### config.mk
export PLATFORM = sky130hd
export DESIGN_NAME = fab_node
export DESIGN_NICKNAME = d
export VERILOG_FILES = /design/src/rtl/fab_node.sv
export SDC_FILE = /design/constraint.sdc
export NUM_CORES = 1
export LEC_CHECK = 0
export ABC_AREA = 1
export BUFFER_PORTS_ARGS = -buffer_cell sky130_fd_sc_hd__buf_2
export CAP_MARGIN = 20
export CORE_MARGIN = 5
export CORE_UTILIZATION = 54
export CTS_CLUSTER_SIZE = 25
export DETAILED_ROUTE_END_ITERATION = 10
export GPL_ROUTABILITY_DRIVEN = 0
export PLACE_DENSITY = 0.85
export SYNTH_ARGS = -nofsm -noshare
export SYNTH_HDL_FRONTEND = slang
export SYNTH_SLANG_ARGS = --single-unit
### constraint.sdc
create_clock -name clk -period 4.7 [get_ports clk]
set_input_delay 0.47 -clock clk [delete_from_list [all_inputs] [get_ports clk]]
set_output_delay 0.47 -clock clk [all_outputs]
set_load 0.02 [all_outputs]
### src/rtl/fab_node.sv
// -----------------------------------------------------------------------------
// fab_node : one stop on the unidirectional ring fabric.
//
// Each cycle the stop either sinks the arriving slot into its local drop
// register (packet addressed here and drop register free), deflects it
// downstream with an incremented age (addressed here but drop register busy),
// or forwards it untouched.  A slot left empty is filled from the local add
// FIFO.  Ring traffic always wins over injection, so the ring never stalls.
//
// Ports
//   clk, reset_n             clock (rising edge), async active-low reset
//   fabric_in_*              upstream ring slot
//   fabric_out_*             downstream ring slot, registered (1-cycle hop)
//   fabric_add_valid/ready   local add request / add FIFO not full
//   fabric_add_*             add payload (src is implied: MY_NID)
//   fabric_drop_valid/ready  drop register occupied / local consumer accepts
//   fabric_drop_*            drop payload
//   fabric_add_count         registered add FIFO occupancy
//   fabric_defl_count        saturating count of deflected packets
// -----------------------------------------------------------------------------
module fab_node #(
  parameter int unsigned NID_W     = 4,
  parameter int unsigned TYPE_W    = 2,
  parameter int unsigned ADDR_W    = 12,
  parameter int unsigned DATA_W    = 12,
  parameter int unsigned AGE_W     = 3,
  parameter int unsigned MY_NID    = 0,
  parameter int unsigned ADD_DEPTH = 4,
  parameter int unsigned DEFL_W    = 16
) (
  input  logic                           clk,
  input  logic                           reset_n,

  input  logic                           fabric_in_valid,
  input  logic [AGE_W-1:0]               fabric_in_age,
  input  logic [TYPE_W-1:0]              fabric_in_type,
  input  logic [NID_W-1:0]               fabric_in_src_nid,
  input  logic [NID_W-1:0]               fabric_in_dst_nid,
  input  logic [ADDR_W-1:0]              fabric_in_addr,
  input  logic [DATA_W-1:0]              fabric_in_data,

  output logic                           fabric_out_valid,
  output logic [AGE_W-1:0]               fabric_out_age,
  output logic [TYPE_W-1:0]              fabric_out_type,
  output logic [NID_W-1:0]               fabric_out_src_nid,
  output logic [NID_W-1:0]               fabric_out_dst_nid,
  output logic [ADDR_W-1:0]              fabric_out_addr,
  output logic [DATA_W-1:0]              fabric_out_data,

  input  logic                           fabric_add_valid,
  output logic                           fabric_add_ready,
  input  logic [TYPE_W-1:0]              fabric_add_type,
  input  logic [NID_W-1:0]               fabric_add_dst_nid,
  input  logic [ADDR_W-1:0]              fabric_add_addr,
  input  logic [DATA_W-1:0]              fabric_add_data,

  output logic                           fabric_drop_valid,
  input  logic                           fabric_drop_ready,
  output logic [TYPE_W-1:0]              fabric_drop_type,
  output logic [NID_W-1:0]               fabric_drop_src_nid,
  output logic [ADDR_W-1:0]              fabric_drop_addr,
  output logic [DATA_W-1:0]              fabric_drop_data,

  output logic [$clog2(ADD_DEPTH):0]     fabric_add_count,
  output logic [DEFL_W-1:0]              fabric_defl_count
);

  localparam int unsigned PTR_W = $clog2(ADD_DEPTH);
  localparam int unsigned CNT_W = PTR_W + 1;
  localparam logic [NID_W-1:0] MY_ID   = NID_W'(MY_NID);
  localparam logic [CNT_W-1:0] FULL_CT = CNT_W'(ADD_DEPTH);

  typedef struct packed {
    logic              valid;
    logic [AGE_W-1:0]  age;
    logic [TYPE_W-1:0] ptype;
    logic [NID_W-1:0]  src;
    logic [NID_W-1:0]  dst;
    logic [ADDR_W-1:0] addr;
    logic [DATA_W-1:0] data;
  } slot_t;

  typedef struct packed {
    logic              valid;
    logic [TYPE_W-1:0] ptype;
    logic [NID_W-1:0]  src;
    logic [ADDR_W-1:0] addr;
    logic [DATA_W-1:0] data;
  } drop_t;

  typedef struct packed {
    logic [TYPE_W-1:0] ptype;
    logic [NID_W-1:0]  dst;
    logic [ADDR_W-1:0] addr;
    logic [DATA_W-1:0] data;
  } add_t;

  slot_t             out_q,    out_d;
  drop_t             drop_q,   drop_d;
  logic [PTR_W-1:0]  wr_ptr_q, wr_ptr_d;
  logic [PTR_W-1:0]  rd_ptr_q, rd_ptr_d;
  logic [CNT_W-1:0]  count_q,  count_d;
  logic [DEFL_W-1:0] defl_q,   defl_d;
  add_t              mem_q [ADD_DEPTH];

  logic drop_free, is_mine, do_drop, do_defl, push, pop;
  add_t add_in, head;

  // Slot decisions.  drop_free looks at this cycle's drop_ready so a
  // consume and a new load can happen on the same edge.
  assign drop_free = !drop_q.valid || fabric_drop_ready;
  assign is_mine   = fabric_in_valid && (fabric_in_dst_nid == MY_ID);
  assign do_drop   = is_mine && drop_free;
  assign do_defl   = is_mine && !drop_free;

  // Ready depends only on registered occupancy: a pop this cycle frees
  // space that becomes visible next cycle.
  assign fabric_add_ready = (count_q != FULL_CT);
  assign push = fabric_add_valid && fabric_add_ready;
  assign pop  = (!fabric_in_valid || do_drop) && (count_q != '0);

  assign add_in = '{ptype: fabric_add_type, dst: fabric_add_dst_nid,
                    addr: fabric_add_addr, data: fabric_add_data};
  assign head   = mem_q[rd_ptr_q];

  // Downstream slot: forward (possibly deflected) ring traffic, else inject.
  always_comb begin
    // NOTE: every combinational output gets a default first so no path
    // leaves it unassigned and no latch is inferred.
    out_d = '0;
    if (fabric_in_valid && !do_drop) begin
      out_d.valid = 1'b1;
      out_d.age   = fabric_in_age;
      out_d.ptype = fabric_in_type;
      out_d.src   = fabric_in_src_nid;
      out_d.dst   = fabric_in_dst_nid;
      out_d.addr  = fabric_in_addr;
      out_d.data  = fabric_in_data;
      // Deflection ages the packet; age saturates instead of wrapping.
      if (do_defl && (fabric_in_age != '1)) begin
        out_d.age = fabric_in_age + AGE_W'(1);
      end
    end else if (pop) begin
      out_d.valid = 1'b1;
      out_d.age   = '0;
      out_d.ptype = head.ptype;
      out_d.src   = MY_ID;
      out_d.dst   = head.dst;
      out_d.addr  = head.addr;
      out_d.data  = head.data;
    end
  end

  // Drop register: load wins over consume; payload holds while stalled.
  always_comb begin
    drop_d = drop_q;
    if (do_drop) begin
      drop_d.valid = 1'b1;
      drop_d.ptype = fabric_in_type;
      drop_d.src   = fabric_in_src_nid;
      drop_d.addr  = fabric_in_addr;
      drop_d.data  = fabric_in_data;
    end else if (drop_q.valid && fabric_drop_ready) begin
      drop_d.valid = 1'b0;
    end
  end

  // FIFO pointers wrap naturally since ADD_DEPTH is a power of two.
  always_comb begin
    wr_ptr_d = wr_ptr_q + PTR_W'(push);
    rd_ptr_d = rd_ptr_q + PTR_W'(pop);
    count_d  = count_q + CNT_W'(push) - CNT_W'(pop);
    defl_d   = defl_q;
    if (do_defl && (defl_q != '1)) begin
      defl_d = defl_q + DEFL_W'(1);
    end
  end

  always_ff @(posedge clk or negedge reset_n) begin
    if (!reset_n) begin
      out_q    <= '0;
      drop_q   <= '0;
      wr_ptr_q <= '0;
      rd_ptr_q <= '0;
      count_q  <= '0;
      defl_q   <= '0;
    end else begin
      // NOTE: non-blocking assignments so every flop samples pre-edge values.
      out_q    <= out_d;
      drop_q   <= drop_d;
      wr_ptr_q <= wr_ptr_d;
      rd_ptr_q <= rd_ptr_d;
      count_q  <= count_d;
      defl_q   <= defl_d;
    end
  end

  // NOTE: FIFO storage is deliberately not reset; entries are only read
  // when count_q says they were written, so emptying the pointers suffices.
  always_ff @(posedge clk) begin
    if (push) begin
      mem_q[wr_ptr_q] <= add_in;
    end
  end

  assign fabric_out_valid    = out_q.valid;
  assign fabric_out_age      = out_q.age;
  assign fabric_out_type     = out_q.ptype;
  assign fabric_out_src_nid  = out_q.src;
  assign fabric_out_dst_nid  = out_q.dst;
  assign fabric_out_addr     = out_q.addr;
  assign fabric_out_data     = out_q.data;

  assign fabric_drop_valid   = drop_q.valid;
  assign fabric_drop_type    = drop_q.ptype;
  assign fabric_drop_src_nid = drop_q.src;
  assign fabric_drop_addr    = drop_q.addr;
  assign fabric_drop_data    = drop_q.data;

  assign fabric_add_count    = count_q;
  assign fabric_defl_count   = defl_q;

endmodule
# Word-level counts from Yosys, hierarchy flattened
# Memory sizes are Yosys's and may differ from the RTL's.
# Cells that the tools add are included.
[op_classes]
n_addsub = 6
n_eq_ne = 3
mux = 7
reduce_logical = 18
[op_table]
columns = ["operator", "count"]
rows = [
  ["38-bit 2-to-1 mux", 2],
  ["16-bit by 1-bit adder with 16-bit output, second input constant", 1],
  ["16-bit inequality test, second input constant", 1],
  ["1-bit logical AND", 9],
  ["3-bit inequality test, second input constant", 2],
  ["2-bit by 1-bit adder with 2-bit output", 2],
  ["1-bit zero test", 4],
  ["4-bit zero test", 1],
  ["1-bit 2-to-1 mux", 4],
  ["3-bit by 1-bit adder with 3-bit output", 1],
  ["3-bit by 1-bit adder with 3-bit output, second input constant", 1],
  ["3-bit 2-to-1 mux", 1],
  ["3-bit nonzero test", 1],
  ["3-bit by 1-bit subtractor with 3-bit output", 1],
  ["1-bit logical OR", 2],
  ["2-bit nonzero test", 1],
]
[word_totals]
reg_bits = 92
ram_bits = 120
inputBits = 72
out_inout_bits = 89
wordCells = 51
mem_count = 1
[memory_table]
columns = ["name", "words", "width", "rd", "rd_ports_with_merged_regs", "wr", "line_no", "rtl"]
rows = [
  ["mem_q", 4, 30, 1, 0, 1, "104", "add_t mem_q [ADD_DEPTH];"],
]

# Logic depth before layout (Yosys ltp)
[logic_depth]
ltp_word = 7
depth_mapped = 14

# Least setup slack after synthesis
# Ideal clock, no wire load.
[synth_timing]
path_kind = "reg2reg"
from = "register count_q[1], in the netlist fabric_add_count[1]"
to = "memory mem_q[0][0] (netlist bit) (enable)"
t_arrival_ps = 3081
required_time_ps = 4245
slack_ps = 1164
path_stages_with_launch = 5
path_buffers = 0
cell_sequence = "dfrtp_1 > inv_1 > nand3_1 > nand2_1 > nor3_1"
[synth_between]
elab_chain_len = 4
[synth_rtl]
columns = ["element", "line_no", "rtl"]
rows = [
  ["start: declaration", "102", "logic [CNT_W-1:0] count_q, count_d;"],
  ["start signal: assignment", "193", "count_q <= count_d;"],
  ["3-bit inequality test", "118", "assign fabric_add_ready = (count_q != FULL_CT);"],
  ["named net fabric_add_ready", "51", "output logic fabric_add_ready,"],
  ["1-bit logical AND", "119", "assign push = fabric_add_valid && fabric_add_ready;"],
  ["1-bit 2-to-1 mux", "201", "if (push) begin"],
  ["1-bit 2-to-1 mux (implied by the code)", "202", "mem_q[wr_ptr_q] <= add_in;"],
  ["end: declaration", "104", ""],
]
# The timed path passes the listed nets, and every way through them passes these cells.

# Worst setup path after layout
[layout_timing]
from = "register drop_q (netlist bit fabric_drop_valid)"
to = "register count_q[2], in the netlist fabric_add_count[2]"
[layout_between]
elab_chain_len = 6
[layout_rtl]
columns = ["element", "line_no", "rtl"]
rows = [
  ["start: declaration", "99", "drop_t drop_q, drop_d;"],
  ["start signal: assignment", "190", "drop_q <= drop_d;"],
  ["1-bit zero test", "111", "assign drop_free = !drop_q.valid || fabric_drop_ready;"],
  ["1-bit logical OR", "111", ""],
  ["1-bit logical AND", "113", "assign do_drop = is_mine && drop_free;"],
  ["1-bit logical OR", "120", "assign pop = (!fabric_in_valid || do_drop) && (count_q != '0);"],
  ["1-bit logical AND", "120", ""],
  ["3-bit by 1-bit subtractor with 3-bit output", "172", "count_d = count_q + CNT_W'(push) - CNT_W'(pop);"],
  ["named net count_d[2]", "102", ""],
]
# The timed path passes the listed nets, and every way through them passes these cells.
# A chain may end at the register's enable or synchronous reset.

==> out/qor.json <==
{
  "run_status": {"value": "finished, final reports clean"},
  "clockRootBuffer": {"value": "clkbuf_16"},
  "clock_sinks": {"value": 212},
  "share_of_the_clock_period_used_by_the_worst_path": {"value": 0.706},
  "critPathLaunchType": {"value": "register"},
  "final_layout_size_suffix_gt1_frac": {"value": 0.229},
  "tritoncts_clock_tree": {"value": "yes"},
  "drt_first_pass_iters": {"value": 5},
  "setup_repair_after_global_routing_missed_its_margin": {"value": "false"},
  "hold_path.class": {"value": "in2reg"},
  "sw_frac_of_total": {"value": 0.340},
  "drv.max_cap_violation_count": {"value": 0},
  "slew_headroom": {"value": 0.404},
  "power-per-cell-area": {"value": 559, "unit": "nW/um^2"},
  "clock-skew-final": {"value": 0.00700, "unit": "ns"},
  "p_seq_frac": {"value": 0.447},
  "endpoint_required_time_on_the_critical_path": {"value": 5.06, "unit": "ns"},
  "synth_seq_cells": {"value": 212},
  "final_util": {"value": 0.649},
  "grt_max_degree": {"value": 63},
  "worstSkewPairLatency": {"value": 0.48, "unit": "ns"},
  "finish.cell_count_without_fillers": {"value": 1171},
  "die_h": {"value": 136, "unit": "um"},
  "seq_area_frac_synth": {"value": 0.693},
  "share_comb_of_total_power": {"value": 0.288},
  "post_synth_instance_area": {"value": 8520, "unit": "sq um"},
  "syn-num-nets": {"value": 862},
  "nets": {"value": 1019},
  "fin_tns_setup": {"value": 0, "unit": "ns"},
  "setup_viol": {"value": 0},
  "cellLeakagePower": {"value": 4.59, "unit": "nW"},
  "postSynthCellCount": {"value": 782},
  "clock_path_buffers": {"value": 3},
  "synth-main-ff-cell": {"value": "edfxtp_1"},
  "worst_hold_slack": {"value": 0.202, "unit": "ns"},
  "cts_buffers": {"value": 21},
  "rows": {"value": 46},
  "die_area": {"value": 18400, "unit": "sq um"},
  "final-hold-violation-count": {"value": 0},
  "routedWlPerCell": {"value": 17.0, "unit": "um"},
  "grt_first_pass_wirelength": {"value": 30600, "unit": "um"},
  "postCtsResizedCells": {"value": 0},
  "postSynth.asyncResetShare": {"value": 0.434},
  "route.antenna.remaining_nets": {"value": 0},
  "final_period_minus_worst_setup_slack": {"value": 3.32, "unit": "ns"},
  "timing.final.max_slew_violations": {"value": 0},
  "worst-slew-pin-transition": {"value": 0.893, "unit": "ns"},
  "placed_cells_incl_taps": {"value": 1131},
  "globalRoute.totalOverflow": {"value": 0},
  "via_per_inst": {"value": 5.33},
  "timing.critical_path.arrival": {"value": 3.67, "unit": "ns"},
  "clkPwrFrac": {"value": 0.264},
  "postSynthAreaPerCell": {"value": 10.9, "unit": "sq um"},
  "cts.htree.levels": {"value": 1},
  "initial_cell_density_of_the_core": {"value": 0.544},
  "syn2layout_area_growth": {"value": 19.3, "unit": "%"},
  "worst-path-max-fanout": {"value": 36},
  "placeableCoreArea": {"value": 15700, "unit": "sq um"},
  "power.internal": {"value": 3.75, "unit": "mW"},
  "io-pin-count": {"value": 161},
  "cp-end-kind": {"value": "register"},
  "synth_cell_types": {"value": 26},
  "detailedRoute.firstIterationViolations": {"value": 526},
  "antenna_found_initial": {"value": 5},
  "cts.repair_timing.setup_buffer_count": {"value": 0},
  "routed_wl": {"value": 19900, "unit": "um"},
  "ir_worst_vdd": {"value": 0.265, "unit": "mV"},
  "die_x": {"value": 136, "unit": "um"},
  "route.detailed.drc": {"value": 0},
  "vias": {"value": 6246},
  "net-switching-power": {"value": 1.93, "unit": "mW"},
  "synth_enable_flop_cells": {"value": 120},
  "path_class": {"value": "reg2reg"},
  "fmaxAchievable": {"value": 301, "unit": "MHz"},
  "port_buffers": {"value": 160},
  "grt_use_total": {"value": 0.213},
  "first_global_vias": {"value": 5885},
  "dp.final_hpwl": {"value": 13100, "unit": "um"},
  "clkSlewWorstSetupHoldPaths": {"value": 0.06, "unit": "ns"},
  "ys.warnings.count": {"value": 0}
}
## cell usage in the layout (no fill, tap or decap)
cell	instances
dfrtp_1	92
edfxtp_1	120
nand2_1	200
clkinvlp_4	1
dlygate4sd3_1	1
o21ai_0	66
o22ai_1	30
nand3b_1	1
clkbuf_8	3
nor3_2	4
clkinv_2	3
buf_2	159
clkinvlp_2	1
o21ai_2	1
diode_2	3
clkbuf_4	1
nor2_1	84
inv_1	38
nor2_4	1
nand4_1	7
nand2_2	5
clkinv_1	3
clkbuf_16	21
ha_1	7
nand3_1	71
inv_2	1
xor2_1	6
clkbuf_1	3
fa_1	1
a21oi_2	1
xnor2_1	4
buf_4	13
nor2_2	3
## final timing paths
kind / from / end / slack (ns) / cells after the start
max: fabric_drop_valid / fabric_add_count[2] / 1.38 / 13
min: fabric_add_data[10] / mem_q[3][10] / 0.20 / 1
max reg2reg: fabric_drop_valid / fabric_add_count[2] / 1.38 / 13
min reg2reg: fabric_drop_addr[11] / fabric_drop_addr[11] / 0.47 / 2
max in group asynchronous: reset_n / fabric_out_data[7] / 3.13 / 3
min in group asynchronous: reset_n / fabric_out_src_nid[3] / 0.49 / 2
## state kept, by name, summed over array words and instances (netlist names), 3 cells and up
register             flops
mem_q                  120
fabric_drop_data        12
fabric_drop_src_nid      4
fabric_out_src_nid       4
fabric_defl_count       16
fabric_out_age           3
fabric_out_dst_nid       4
fabric_out_data         12
fabric_add_count         3
fabric_out_addr         12
fabric_drop_addr        12
## synth_stat cells, types with 2 or more instances
cell	count	area, sq um
nand2_2	5	31.3
buf_1	5	18.8
dfrtp_1	92	2300
nor3_1	4	20.0
ha_1	7	87.6
buf_6	3	33.8
edfxtp_1	120	3600
nor2_1	84	315
inv_1	38	143
xor2_1	6	52.6
o22ai_1	30	188
clkbuf_1	21	78.8
buf_4	2	15.0
nand2_1	200	751
xnor2_1	4	35.0
nand3_1	71	355
o21ai_0	66	330
nand4_1	7	43.8
buf_2	8	40.0
nor2_2	3	18.8
## cells by family (layout without fill, tap and decap cells)
group	after synthesis	count (layout)	synth area share
compound gates	98	98	0.0624
other cells	0	3	0
flops	212	212	0.693
xor+xnor	10	10	0.0103
buf+inv	78	248	0.0391
simple gates	376	376	0.182
fa+ha+maj	8	8	0.0126
## through the flow
step	power [mW]	cell area [sq um]	setup slack, ns
6_report	5.68	10200	1.38
5_1_grt	5.99	10200	1.04
4_1_cts	5.71	10200	1.32
3_5_place_dp	4.20	9520	1.02
3_3_place_gp	4.15	9520	1.13
2_1_floorplan	3.60	8520	1.16
## area by class of cell
class	instances	area (sq um)
antenna	3	7.51
clock buffer	28	586
clock inverter	8	38.8
fill	1211	5490
inverter	39	146
multi-input combinational	492	2300
sequential	212	5910
tap	216	270
timing repair buffer	173	903
## critical path, stage by stage, from the launching register on
cell and delay [ns]:
dfrtp_1 0.34, inv_1 0.05, nor2_2 0.12, inv_1 0.06, buf_4 0.23, nand2_2 0.50
nand2_2 0.60, nand2_1 0.18, inv_1 0.07, ha_1 0.28, inv_1 0.04, ha_1 0.18
fa_1 0.37, xor2_1 0.17
## repair_timing
item | 4_1_cts | 5_1_grt
hold endpoints to repair | 35 | 0
hold buffers | 1 | 0
endpoints found under the setup margin | 0 | 0
## layer usage
layer,vias up,part of all wire,global-route usage,wire length (um)
li1,2969,-,-,-
met1,2944,0.38,0.277,7540
met2,277,0.50,0.357,9910
met3,52,0.091,0.0431,1800
met4,4,0.031,0.0812,619
met5,-,0.0011,0,21
## power by group through the flow
| stage | combinational, mW | sequential [mW] | clock (mW) |
|---|---|---|---|
| floorplan | 0.816 | 2.78 | 0 |
| global placement | 1.58 | 2.57 | 0 |
| detailed placement | 1.63 | 2.57 | 0 |
| CTS | 1.64 | 2.54 | 1.53 |
| global route | 1.79 | 2.57 | 1.62 |
| finish | 1.64 | 2.54 | 1.50 |
No activity file was read; power rests on OpenSTA's default activity.
